<file path="src/rtl/ula_serial_pkg.sv">
// Shared constants for the bit-serial 4-bit ALU: opcodes, logic functions,
// FSM state encoding and datapath widths.
package ula_pkg;

   localparam int ULA_W = 4;
   localparam int CNT_W = 2;

   localparam logic [1:0] MNM_MOV = 2'b00;
   localparam logic [1:0] MNM_LOG = 2'b01;
   localparam logic [1:0] MNM_ADD = 2'b10;
   localparam logic [1:0] MNM_SUB = 2'b11;

   localparam logic [1:0] FN_AND = 2'b00;
   localparam logic [1:0] FN_OR  = 2'b01;
   localparam logic [1:0] FN_XOR = 2'b10;
   localparam logic [1:0] FN_NOT = 2'b11;

   typedef enum logic [1:0] {
      S_IDLE = 2'd0,
      S_EXEC = 2'd1,
      S_DONE = 2'd2
   } state_t;

endpackage

</file>
<file path="src/rtl/ula_serial_if.sv">
// Controller <-> ALU bundle: ena_ula/ula_ack handshake, opcode, operands,
// and registered result/flags. master = controller, slave = ALU.
interface ula_serial_if;
   import ula_pkg::*;

   logic             ena_ula;
   logic [1:0]       mnm_in;
   logic [1:0]       func_in;
   logic [ULA_W-1:0] a_in;
   logic [ULA_W-1:0] b_in;
   logic             ula_ack;
   logic [ULA_W-1:0] result_out;
   logic             carry_out;
   logic             zero_out;

   modport master (
      output ena_ula, mnm_in, func_in, a_in, b_in,
      input  ula_ack, result_out, carry_out, zero_out
   );

   modport slave (
      input  ena_ula, mnm_in, func_in, a_in, b_in,
      output ula_ack, result_out, carry_out, zero_out
   );

endinterface

</file>
<file path="src/rtl/ula_serial_bit_slice.sv">
// Combinational one-bit ALU slice.
// Ports: a, b, cin, mnm, fn in; r (result bit), cout (carry out) out.
module ula_bit_slice
   import ula_pkg::*;
(
   input  logic       a,
   input  logic       b,
   input  logic       cin,
   input  logic [1:0] mnm,
   input  logic [1:0] fn,
   output logic       r,
   output logic       cout
);

   logic bx;

   // Subtraction is A + ~B + 1; the +1 comes from the preset carry.
   assign bx = b ^ (mnm == MNM_SUB);

   always_comb begin
      r    = 1'b0;
      cout = 1'b0;
      case (mnm)
         MNM_MOV: r = b;
         MNM_LOG: begin
            case (fn)
               FN_AND:  r = a & b;
               FN_OR:   r = a | b;
               FN_XOR:  r = a ^ b;
               default: r = ~a;
            endcase
         end
         default: begin
            r    = a ^ bx ^ cin;
            cout = (a & bx) | (a & cin) | (bx & cin);
         end
      endcase
   end

endmodule

</file>
<file path="src/rtl/ula_serial.sv">
// Bit-serial 4-bit ALU, responder side of the ena_ula/ula_ack handshake.
// Ports: clk, rst (sync, active-high), bus (ula_serial_if.slave).
// Build option: define ULA_FLAGS_EN to include carry/zero flag registers;
// otherwise carry_out and zero_out are tied to 0.
module ula_serial
   import ula_pkg::*;
(
   input  logic         clk,
   input  logic         rst,
   ula_serial_if.slave  bus
);

   state_t state;
   state_t state_nxt;

   logic [ULA_W-1:0] a_sr;
   logic [ULA_W-1:0] b_sr;
   logic [ULA_W-1:0] res_sr;
   logic [ULA_W-1:0] res_nxt;
   logic [ULA_W-1:0] result_r;
   logic [1:0]       mnm_r;
   logic [1:0]       fn_r;
   logic [CNT_W-1:0] cnt;
   logic             cy;
   logic             bit_r;
   logic             bit_c;
   logic             last;
   logic             ld;
   logic             step;
   logic             fin;
   logic             ack;

   assign last = (cnt == CNT_W'(ULA_W - 1));

   always_ff @(posedge clk) begin
      if (rst) state <= S_IDLE;
      else     state <= state_nxt;
   end

   always_comb begin
      state_nxt = state;
      case (state)
         S_IDLE:
            if (bus.ena_ula) state_nxt = S_EXEC;
         S_EXEC:
            if (!bus.ena_ula) state_nxt = S_IDLE;
            else if (last)    state_nxt = S_DONE;
         S_DONE:
            if (!bus.ena_ula) state_nxt = S_IDLE;
         default: state_nxt = S_IDLE;
      endcase
   end

   always_comb begin
      ld   = (state == S_IDLE) && bus.ena_ula;
      step = (state == S_EXEC) && bus.ena_ula;
      fin  = step && last;
      ack  = (state == S_DONE);
   end

   ula_bit_slice u_slice (
      .a    (a_sr[0]),
      .b    (b_sr[0]),
      .cin  (cy),
      .mnm  (mnm_r),
      .fn   (fn_r),
      .r    (bit_r),
      .cout (bit_c)
   );

   // LSB-first: each new bit enters at the top and drifts down.
   assign res_nxt = {bit_r, res_sr[ULA_W-1:1]};

   always_ff @(posedge clk) begin
      if (rst) begin
         a_sr     <= '0;
         b_sr     <= '0;
         res_sr   <= '0;
         result_r <= '0;
         mnm_r    <= '0;
         fn_r     <= '0;
         cnt      <= '0;
         cy       <= 1'b0;
      end else if (ld) begin
         a_sr   <= bus.a_in;
         b_sr   <= bus.b_in;
         res_sr <= '0;
         mnm_r  <= bus.mnm_in;
         fn_r   <= bus.func_in;
         cnt    <= '0;
         cy     <= (bus.mnm_in == MNM_SUB);
      end else if (step) begin
         a_sr   <= a_sr >> 1;
         b_sr   <= b_sr >> 1;
         res_sr <= res_nxt;
         cy     <= bit_c;
         cnt    <= cnt + 1'b1;
         if (fin) result_r <= res_nxt;
      end
   end

   assign bus.ula_ack    = ack;
   assign bus.result_out = result_r;

`ifdef ULA_FLAGS_EN
   logic carry_r;
   logic zero_r;

   // Slice carry-out is 0 for logic/move, so no opcode gating is needed.
   always_ff @(posedge clk) begin
      if (rst) begin
         carry_r <= 1'b0;
         zero_r  <= 1'b0;
      end else if (fin) begin
         carry_r <= bit_c;
         zero_r  <= (res_nxt == '0);
      end
   end

   assign bus.carry_out = carry_r;
   assign bus.zero_out  = zero_r;
`else
   assign bus.carry_out = 1'b0;
   assign bus.zero_out  = 1'b0;
`endif

endmodule

</file>
<file path="src/flat_wrapper.sv">
// flat-port wrapper written by rule: the top's interface ports become plain ports
module ula_serial_flat import ula_pkg::*;
  (clk, rst, bus_ena_ula, bus_mnm_in, bus_func_in, bus_a_in, bus_b_in, bus_ula_ack, bus_result_out, bus_carry_out, bus_zero_out);
  ula_serial_if bus_i ();
  input  logic clk;
  input  logic rst;
  input wire logic [$bits(bus_i.ena_ula)-1:0] bus_ena_ula;
  input wire logic [$bits(bus_i.mnm_in)-1:0] bus_mnm_in;
  input wire logic [$bits(bus_i.func_in)-1:0] bus_func_in;
  input wire logic [$bits(bus_i.a_in)-1:0] bus_a_in;
  input wire logic [$bits(bus_i.b_in)-1:0] bus_b_in;
  output wire logic [$bits(bus_i.ula_ack)-1:0] bus_ula_ack;
  output wire logic [$bits(bus_i.result_out)-1:0] bus_result_out;
  output wire logic [$bits(bus_i.carry_out)-1:0] bus_carry_out;
  output wire logic [$bits(bus_i.zero_out)-1:0] bus_zero_out;
  assign bus_i.ena_ula = bus_ena_ula;
  assign bus_i.mnm_in = bus_mnm_in;
  assign bus_i.func_in = bus_func_in;
  assign bus_i.a_in = bus_a_in;
  assign bus_i.b_in = bus_b_in;
  assign bus_ula_ack = bus_i.ula_ack;
  assign bus_result_out = bus_i.result_out;
  assign bus_carry_out = bus_i.carry_out;
  assign bus_zero_out = bus_i.zero_out;
  ula_serial u_core (.clk(clk), .rst(rst), .bus(bus_i));
endmodule
</file>
<file path="config.mk">
export PLATFORM = sky130hd
export DESIGN_NAME = ula_serial_flat
export DESIGN_NICKNAME = d
export VERILOG_FILES = /design/src/rtl/ula_serial_pkg.sv /design/src/rtl/ula_serial_if.sv /design/src/rtl/ula_serial_bit_slice.sv /design/src/rtl/ula_serial.sv /design/src/flat_wrapper.sv
export SDC_FILE = /design/constraint.sdc
export NUM_CORES = 1
export LEC_CHECK = 0
export ABC_AREA = 1
export ABC_CLOCK_PERIOD_IN_PS = 1880
export BUFFER_PORTS_ARGS = -buffer_cell sky130_fd_sc_hd__buf_2
export CAP_MARGIN = 20
export CORE_ASPECT_RATIO = 1.1
export CORE_MARGIN = 5
export CORE_UTILIZATION = 40
export CTS_CLUSTER_DIAMETER = 150
export DETAILED_ROUTE_END_ITERATION = 6
export PLACE_DENSITY_LB_ADDON = 0.12
export SETUP_SLACK_MARGIN = 0.4
export SLEW_MARGIN = 25
export SYNTH_ARGS = -nofsm -noshare
export SYNTH_HDL_FRONTEND = slang
export SYNTH_SLANG_ARGS = --single-unit
</file>
<file path="constraint.sdc">
create_clock -name clk -period 1.88 [get_ports clk]
set_input_delay 0.188 -clock clk [delete_from_list [all_inputs] [get_ports clk]]
set_output_delay 0.188 -clock clk [all_outputs]
set_load 0.005 [all_outputs]
</file>
* Yosys cells after proc, flatten, opt, wreduce, memory -nomap -nowiden *
Cells that the tools add are included.

word-level totals
  register bits after elaboration = 25
  input port bits = 15

cells by class
  add/sub/neg operators = 1
  eq/ne operators = 11
  multiplexer cells = 14
  bitwise operators = 13
  reductions and logical operators = 11

operators by type and width
  operator                                        count
  two-way mux 4 bit                               4
  == test 2 bit (second input constant)           5
  two-way mux 2 bit                               4
  == test 2 x 1 -> 1 bit (second input constant)  3
  zero test 2 bit                                 3
  case mux 2 bit (3 select lines)                 1
  AND reduction 3 bit                             2
  AND 1 bit                                       4
  != test 2 bit (second input constant)           2
  OR reduction 2 bit                              2
  bitwise XOR 1 bit                               4
  logical AND 1 bit                               3
  two-way mux 1 bit                               3
  != test 3 x 2 -> 1 bit (second input constant)  1
  OR 1 bit                                        3
  case mux 1 bit (3 select lines)                 1
  adder 2 x 1 -> 2 bit (second input constant)    1
  NOT 1 bit                                       2
  case mux 1 bit (2 select lines)                 1
  nonzero test 2 bit                              1

* Longest topological paths before layout *
Gate-level depths: netlist (run 1).

  depth after elaboration = 8
  depth in mapped cells = 9
  gate-level depth less buffers = 9

* Hierarchy *
From an unflattened synthesis (run 1), not the netlist that was laid out.

unflattened totals
  cell total of the unflattened synthesis = 175
  area total of the unflattened synthesis = 1201.2 sq um

by module, submodules not included
  module         instances  cells an instance  area an instance (sq um)
  ula_serial     1          149                1059.8
  ula_bit_slice  1          26                 141.4

* Worst setup path before layout (run 1) *
OpenSTA, ideal clock, no wires.

  path type = reg2reg
  start point = reg u_core.mnm_r[1]
  end point = reg u_core.result_r[3], in the netlist u_core.bus.result_out[3]
  library setup time = 0.109 ns
  arrival time = 1.297 ns
  data required time = 1.771 ns
  setup slack = 0.474 ns
  stages on the path, launching flop included = 9
  clock period less this slack = 1.406 ns
  cells stage by stage = dfxtp_1 -> nand2_1 -> xor2_1 -> inv_1 -> fa_1 -> nand2_1 -> nand4_1 -> nand2_1 -> inv_1

on the way
  longest elaborated chain between the ends = 5

ends and longest elaborated chain
  element                              RTL line                    text
  start, declared                      ula_serial.sv:21            logic [1:0] mnm_r;
  start signal, assigned               ula_serial.sv:88            mnm_r <= bus.mnm_in;
  == test 2 bit                        ula_serial_bit_slice.sv:18  assign bx = b ^ (mnm == MNM_SUB);
  bitwise XOR 1 bit                    ula_serial_bit_slice.sv:18
  bitwise XOR 1 bit (2 in series)      ula_serial_bit_slice.sv:34  r = a ^ bx ^ cin;
  case mux 1 bit (2 select lines) (*)  ula_serial_bit_slice.sv:23  case (mnm)
  end signal, assigned                 ula_serial.sv:98            if (fin) result_r <= res_nxt;
  end, declared                        ula_serial.sv:20            logic [ULA_W-1:0] result_r;

Mark *: on every way between the ends. The rest lies on a longest branch, timed or not.
A chain may end at the register's enable or synchronous reset.

* Worst setup path in the final report (run 1) *
  start point = reg u_core.mnm_r[0]
  end point = reg u_core.res_sr[3]

on the way
  longest elaborated chain between the ends = 5

ends and longest elaborated chain
  element                              RTL line                    text
  == test 2 bit                        ula_serial_bit_slice.sv:18
  bitwise XOR 1 bit                    ula_serial_bit_slice.sv:18
  bitwise XOR 1 bit (2 in series)      ula_serial_bit_slice.sv:34
  case mux 1 bit (2 select lines) (*)  ula_serial_bit_slice.sv:23
  end signal, assigned                 ula_serial.sv:95            res_sr <= res_nxt;
  end, declared                        ula_serial.sv:18            logic [ULA_W-1:0] res_sr;

Marked as above.

==> flow_summary.toml, run 1 <==
[status]
outcome = "completed"

[setup_path]
cp.required_ns = 2.10
cp_max_fo = 3
critPathKind = "reg -> reg"
cpMaxStageDelayCell = "fa_1"
path_common_cell = "nand2_2"
start_kind = "flop"
cp_data_arrival_time_ns = 1.67
endpoint_kind = "flop"
cp_slowest_stage_delay_ns = 0.46
cp_cell_sequence = "nand2_2, xor2_2, inv_2, fa_1, nand2_2, nand4_1, nand2_1, inv_1"

[clock_network]
cts_tree = "yes"
root_buffer = "clkbuf_4"
insertion_delay_ns = 0.30
clock-sinks = 24
h-tree-depth = 1
numCtsBuffers = 3
clock_path_buffers = 2
clkTransAtPathRegs_ns = 0.12
ctsHoldBuffers = 0

[timing]
slew_viol_final = 0
fmax_mhz = 690.8
finalSetupViolations = 0
setup_tns_ns = 0
hold_viol = 0
period_minus_slack_ns = 1.448
finalCritPeriodShare = 0.7700
rsz0062_at_grt = "yes"
fin_skew_ns = 0.003260

[floorplanning]
initial_core_util = 0.4138
die_w_um = 60.65
fp.coreArea_um2 = 2728
rows = 20
chipHeight_um = 65.71
pin_count = 22
die-area_um2 = 3985

[grt]
gr-total-overflow = 0
use_met2 = 0.1952
met3_usage = 0.01965
grt_start_max_net_pins = 13
grtUsageTotal = 0.1297
use_met1 = 0.1803
grt_pass1_vias = 891
grt_pass1_wl_um = 3891
grt_antenna_before_repair = 0
busiest_layer = "met2"

[power_and_ir_drop]
power_density_nw_per_um2 = 685.7
p_leak_uw = 0.0006338
ir_worst_vdd_v = 0.0004018

[yosys]
synth_compound_area_frac = 0.1375
ys_ff_latch = 24
synthAdderAreaFrac = 0.05100
synth_top_family_by_area = "simple AND/OR/NAND/NOR gates"
synth_edf_count = 0
synth_xor_area_frac = 0.01552
postSynthCellCount = 149
synth.area.mux_share = 0
synth_cell_types = 27
netlist_area_um2 = 1129
ys_warn_count = 0
ys_seq_area_frac = 0.4257
ys_async_sr_fraction = 0
syn_area_per_cell_um2 = 7.574
synth_ff_type = "dfxtp_1"
yosys.area_share.simple = 0.2639

[drt]
drc = 0
wl_um = 2277
vias = 957
drtIter0Drc = 25
avgRoutedWirePerCell_um = 11.27
ant_nets = 0
drt_pass1_iterations = 4
vias_per_cell = 4.738

[hold_path]
min_path_type = "in -> reg"

[final_layout]
drive_gt1_frac = 0.2485
final_core_util = 0.4739
synthToLayoutAreaGrowth_pct = 14.52
n_antenna_cell = 0
nNetsFinal = 190
mostFrequentLayoutCells = "nand2_1 (35), dfxtp_1 (21), buf_2 (19)"
final_common_cell = "nand2_1"

[place]
hpwlAfterDp_um = 1695
numPortBuffers = 19
globalplace.congestion = 0.7124

[run]
maxCapViolCount = 0
[synthesized netlist by cell type (2+ instances only)]
library cell   n  share of area
a21oi_1       13          0.058
ha_1           3          0.033
o21ai_0        7          0.031
nand4_1        2          0.011
nor2_1        12          0.040
inv_2          3          0.010
nand2_2        2          0.011
buf_4          3          0.020
inv_1         18          0.060
nand3_1        7          0.031
nand2_1       37           0.12
nor2_4         2          0.020
o221ai_1       2          0.016
buf_2          2         0.0089
dfxtp_1       24           0.43
[cells by family (layout without fill, tap and decap cells)]
| kind of cell | after synthesis | in the layout |
|---|---|---|
| flops | 24 | 24 |
| buf+inv | 27 | 46 |
| other cells | 1 | 2 |
| simple gates | 64 | 64 |
| xor+xnor | 2 | 2 |
| compound gates | 27 | 27 |
| fa+ha+maj | 4 | 4 |
[path summary, 6_finish.rpt]
kind | startpoint | endpoint | slack, ns | cells past startpoint
worst max-delay path | u_core.mnm_r[0]$_SDFFE_PP0P_ | u_core.res_sr[3]$_SDFFE_PP0P_ | 0.43 | 8
worst min-delay path | bus_a_in[3] | u_core.a_sr[3]$_SDFFE_PP0P_ | 0.11 | 3
worst max register to register | u_core.mnm_r[0]$_SDFFE_PP0P_ | u_core.res_sr[3]$_SDFFE_PP0P_ | 0.43 | 8
worst min register to register | u_core.bus.result_out[2]$_SDFFE_PP0P_ | u_core.bus.result_out[2]$_SDFFE_PP0P_ | 0.47 | 2
[per-stage QoR]
stage	instances	hold WS [ns]	power, uW	cell area, um^2	worst slack, ns
floorplan	150	0.3316	640.3	1132	0.4739
global placement	198	0.4392	669.5	1244	0.4214
detailed placement	198	0.4457	672.9	1244	0.3601
CTS	202	0.09669	898.0	1277	0.4144
global route	202	0.09958	946.7	1292	0.3295
finish	202	0.1079	886.2	1292	0.4324
[sequential cells by signal, indices dropped and copies added, names as in the netlist]
name	cells
u_core.mnm_r	2
u_core.cnt	2
u_core.b_sr	4
u_core.cy	1
u_core.res_sr	3
u_core.bus.result_out	4
u_core.fn_r	2
u_core.state	2
u_core.a_sr	4
[power breakdown]
part           total [uW]  leakage [uW]  switching, uW  internal [uW]
combinational         118      0.000422           70.8           47.6
clock                 219     0.0000138            144           74.7
sequential            549      0.000198           17.8            531
total                 886      0.000634            233            654
[metal layers]
layer / wire length (um) / up-vias
met5: 0 / -
met3: 116 / 2
li1: - / 510
met1: 1107 / 424
met4: 19 / 0
met2: 1034 / 21
[final cells by class]
| class | count | area, um^2 |
|---|---|---|
| Fill cell | 269 | 1435 |
| Multi-Input combinational cell | 99 | 548.0 |
| Sequential cell | 24 | 486.7 |
| Timing Repair Buffer | 21 | 110.1 |
| Inverter | 22 | 83.83 |
| Tap cell | 33 | 41.29 |
| Clock buffer | 3 | 22.52 |
[worst max-delay path, delay by kind of cell (launching register included)]
| kind | cells | cell delay (ns) |
|---|---|---|
| xor+xnor | 1 | 0.15 |
| fa+ha+maj | 1 | 0.46 |
| buf+inv | 2 | 0.08 |
| flops | 1 | 0.35 |
| simple gates | 4 | 0.31 |
[timing repair]
action | 4_1_cts | 5_1_grt
pin swaps | 0 | 3
endpoints found under the hold margin | 0 | 0
setup buffers | 1 | 0
resized for setup | 2 | 6
setup endpoints to repair | 2 | 2
(Power assumes the default switching activity.)
==> run 2, diff against run 1 <==
Settings changed: ABC_CLOCK_PERIOD_IN_PS 1880 to 1430.
Clock period 1.88 ns to 1.43 ns, I/O delays scaled along.
==> run 2 against run 1 <==
Routed wire length increased by 7.0%; power increased by 43%; flip-flop and latch count unchanged; largest power group unchanged; largest cell class unchanged; non-clock buffer count is 7 higher; utilization rose by 4.7 points; sequential share of layout area is 3.0 points lower.
==> flow_summary.toml, run 2 (synthesis results as in run 1) <==
[place]
dp_cells = 199
dpl_worst_slack_ns = -0.003266
globalplace.congestion = 0.7176
numPortBuffers = 19
hpwlAfterDp_um = 1677

[final_layout]
multi_input_area_um2 = 584.3
fin_cells = 211
nFillCells = 268
final_core_util = 0.5211
nNetsFinal = 198
final_common_cell = "nand2_1"
drive_gt1_frac = 0.3820
n_antenna_cell = 0
mostFrequentLayoutCells = "nand2_1 (33), buf_2 (20), inv_1 (16), dfxtp_1 (16), a21oi_1 (10)"
synthToLayoutAreaGrowth_pct = 25.94
seqCellArea_um2 = 493.0

[setup_path]
path_delay_family = "adder cells"
cp.required_ns = 1.66
cp.depth = 8
cp_data_arrival_time_ns = 1.64
cp_max_fo = 2
endpoint_kind = "flop"
cpMaxStageDelayCell = "fa_1"
cp_slowest_stage_delay_ns = 0.42
worst-path-buf-inv = 2
critPathKind = "reg -> reg"
start_kind = "flop"
rr_worst_depth = 8
cp_cell_sequence = "nand2_2, xor2_1, inv_1, fa_1, nand2_1, nand4_1, nand2_1, inv_1"

[grt]
grt_pass1_vias = 952
grt_antenna_before_repair = 0
grt_pass1_wl_um = 4174
grtUsageTotal = 0.1375
gr-total-overflow = 0
grt_start_max_net_pins = 14

[hold_path]
min_path_type = "in -> reg"
worstHoldPathCells = 3

[floorplanning]
fp.coreArea_um2 = 2728
rows = 20
die-area_um2 = 3985
chipHeight_um = 65.71
die_w_um = 60.65
initial_core_util = 0.4138
pin_count = 22

[timing]
hold-worst-slack_ns = 0.05918
fin_skew_ns = 0.003275
fmax_mhz = 710.5
finalSetupViolations = 0
rsz0062_at_grt = "yes"
slew_viol_final = 0
worst_slack_ns = 0.02264
hold_viol = 0
finalCritPeriodShare = 0.9842
period_minus_slack_ns = 1.407

[status]
outcome = "completed"

[drt]
ant_nets = 0
drtIter0Drc = 60
avgRoutedWirePerCell_um = 11.55
vias = 998
drc = 0
wl_um = 2437
vias_per_cell = 4.730
drt_pass1_iterations = 4

[power_and_ir_drop]
clkPwrFrac = 0.283
p_leak_uw = 0.0006807
cellInternalPower_uw = 934.2
power_density_nw_per_um2 = 889.7
switchingPower_uw = 330.4
seqPwrFrac = 0.571
total_power_uw = 1265
p_comb_frac = 0.147
ir_worst_vdd_v = 0.0004924
switching_share = 0.2613

[clock_network]
root_buffer = "clkbuf_4"
ctsHoldBuffers = 0
h-tree-depth = 1
clock_path_buffers = 2
cts_tree = "yes"
numCtsBuffers = 3
clock-sinks = 24
clkTransAtPathRegs_ns = 0.13
insertion_delay_ns = 0.31

[run]
maxCapViolCount = 0
==> run 2: cell count changes in the layout (fill, tap and decap cells not counted), sizes merged <==
cell / delta
clkbuf: +1
buf: +7
clkinvlp: +1
==> run 2: what timing repair did <==
action	in CTS	in global routing
hold endpoints to repair	0	0
pin swaps	8	3
cloned	2	0
buffers inserted	5	1
endpoints found under the setup margin	20	23
resized for setup	25	7
==> run 2: worst paths after layout <==
path / from / end / slack (ns)
worst min-delay path: bus_a_in[3] / u_core.a_sr[3]$_SDFFE_PP0P_ / 0.06
worst max register to register: u_core.mnm_r[1]$_SDFFE_PP0P_ / u_core.res_sr[3]$_SDFFE_PP0P_ / 0.02
worst max-delay path: u_core.mnm_r[1]$_SDFFE_PP0P_ / u_core.res_sr[3]$_SDFFE_PP0P_ / 0.02
worst min register to register: u_core.a_sr[3]$_SDFFE_PP0P_ / u_core.a_sr[3]$_SDFFE_PP0P_ / 0.47
==> run 2: final cells by class <==
| cell class | count | area share |
|---|---|---|
| Sequential cell | 24 | 0.3468 |
| Clock buffer | 4 | 0.02553 |
| Multi-Input combinational cell | 99 | 0.4111 |
| Tap cell | 33 | 0.02905 |
| Timing Repair Buffer | 28 | 0.1153 |
| Timing Repair inverter | 1 | 0.005282 |
| Inverter | 22 | 0.06690 |
==> run 2: worst min-delay path, stage by stage <==
cell     delay [ns]
buf_2          0.09
nand2_1        0.05
a21oi_1        0.05
==> run 2: stage by stage <==
stage                     cell area [um^2]   TNS (ns)
final                                 1421          0
after global routing                  1421    -0.1016
after CTS                             1394          0
after detailed placement              1252  -0.003266
after global placement                1252          0
after floorplan                       1134          0
==> run 2: power by group through the flow <==
stage	Clock, uW	Combinational (uW)	Sequential, uW
after floorplan	0	110	732
after global placement	0	149	735
after detailed placement	0	153	735
after CTS	365	183	720
after global routing	393	212	726
final	357	186	722
==> run 2: per-layer routing <==
layer / vias to the layer above / GRT usage / part of all wire
met5: - / 0 / 0
li1: 531 / - / -
met1: 450 / 0.1847 / 0.47
met3: 2 / 0.01768 / 0.034
met4: 0 / 0.04065 / 0.0062
met2: 15 / 0.2259 / 0.49
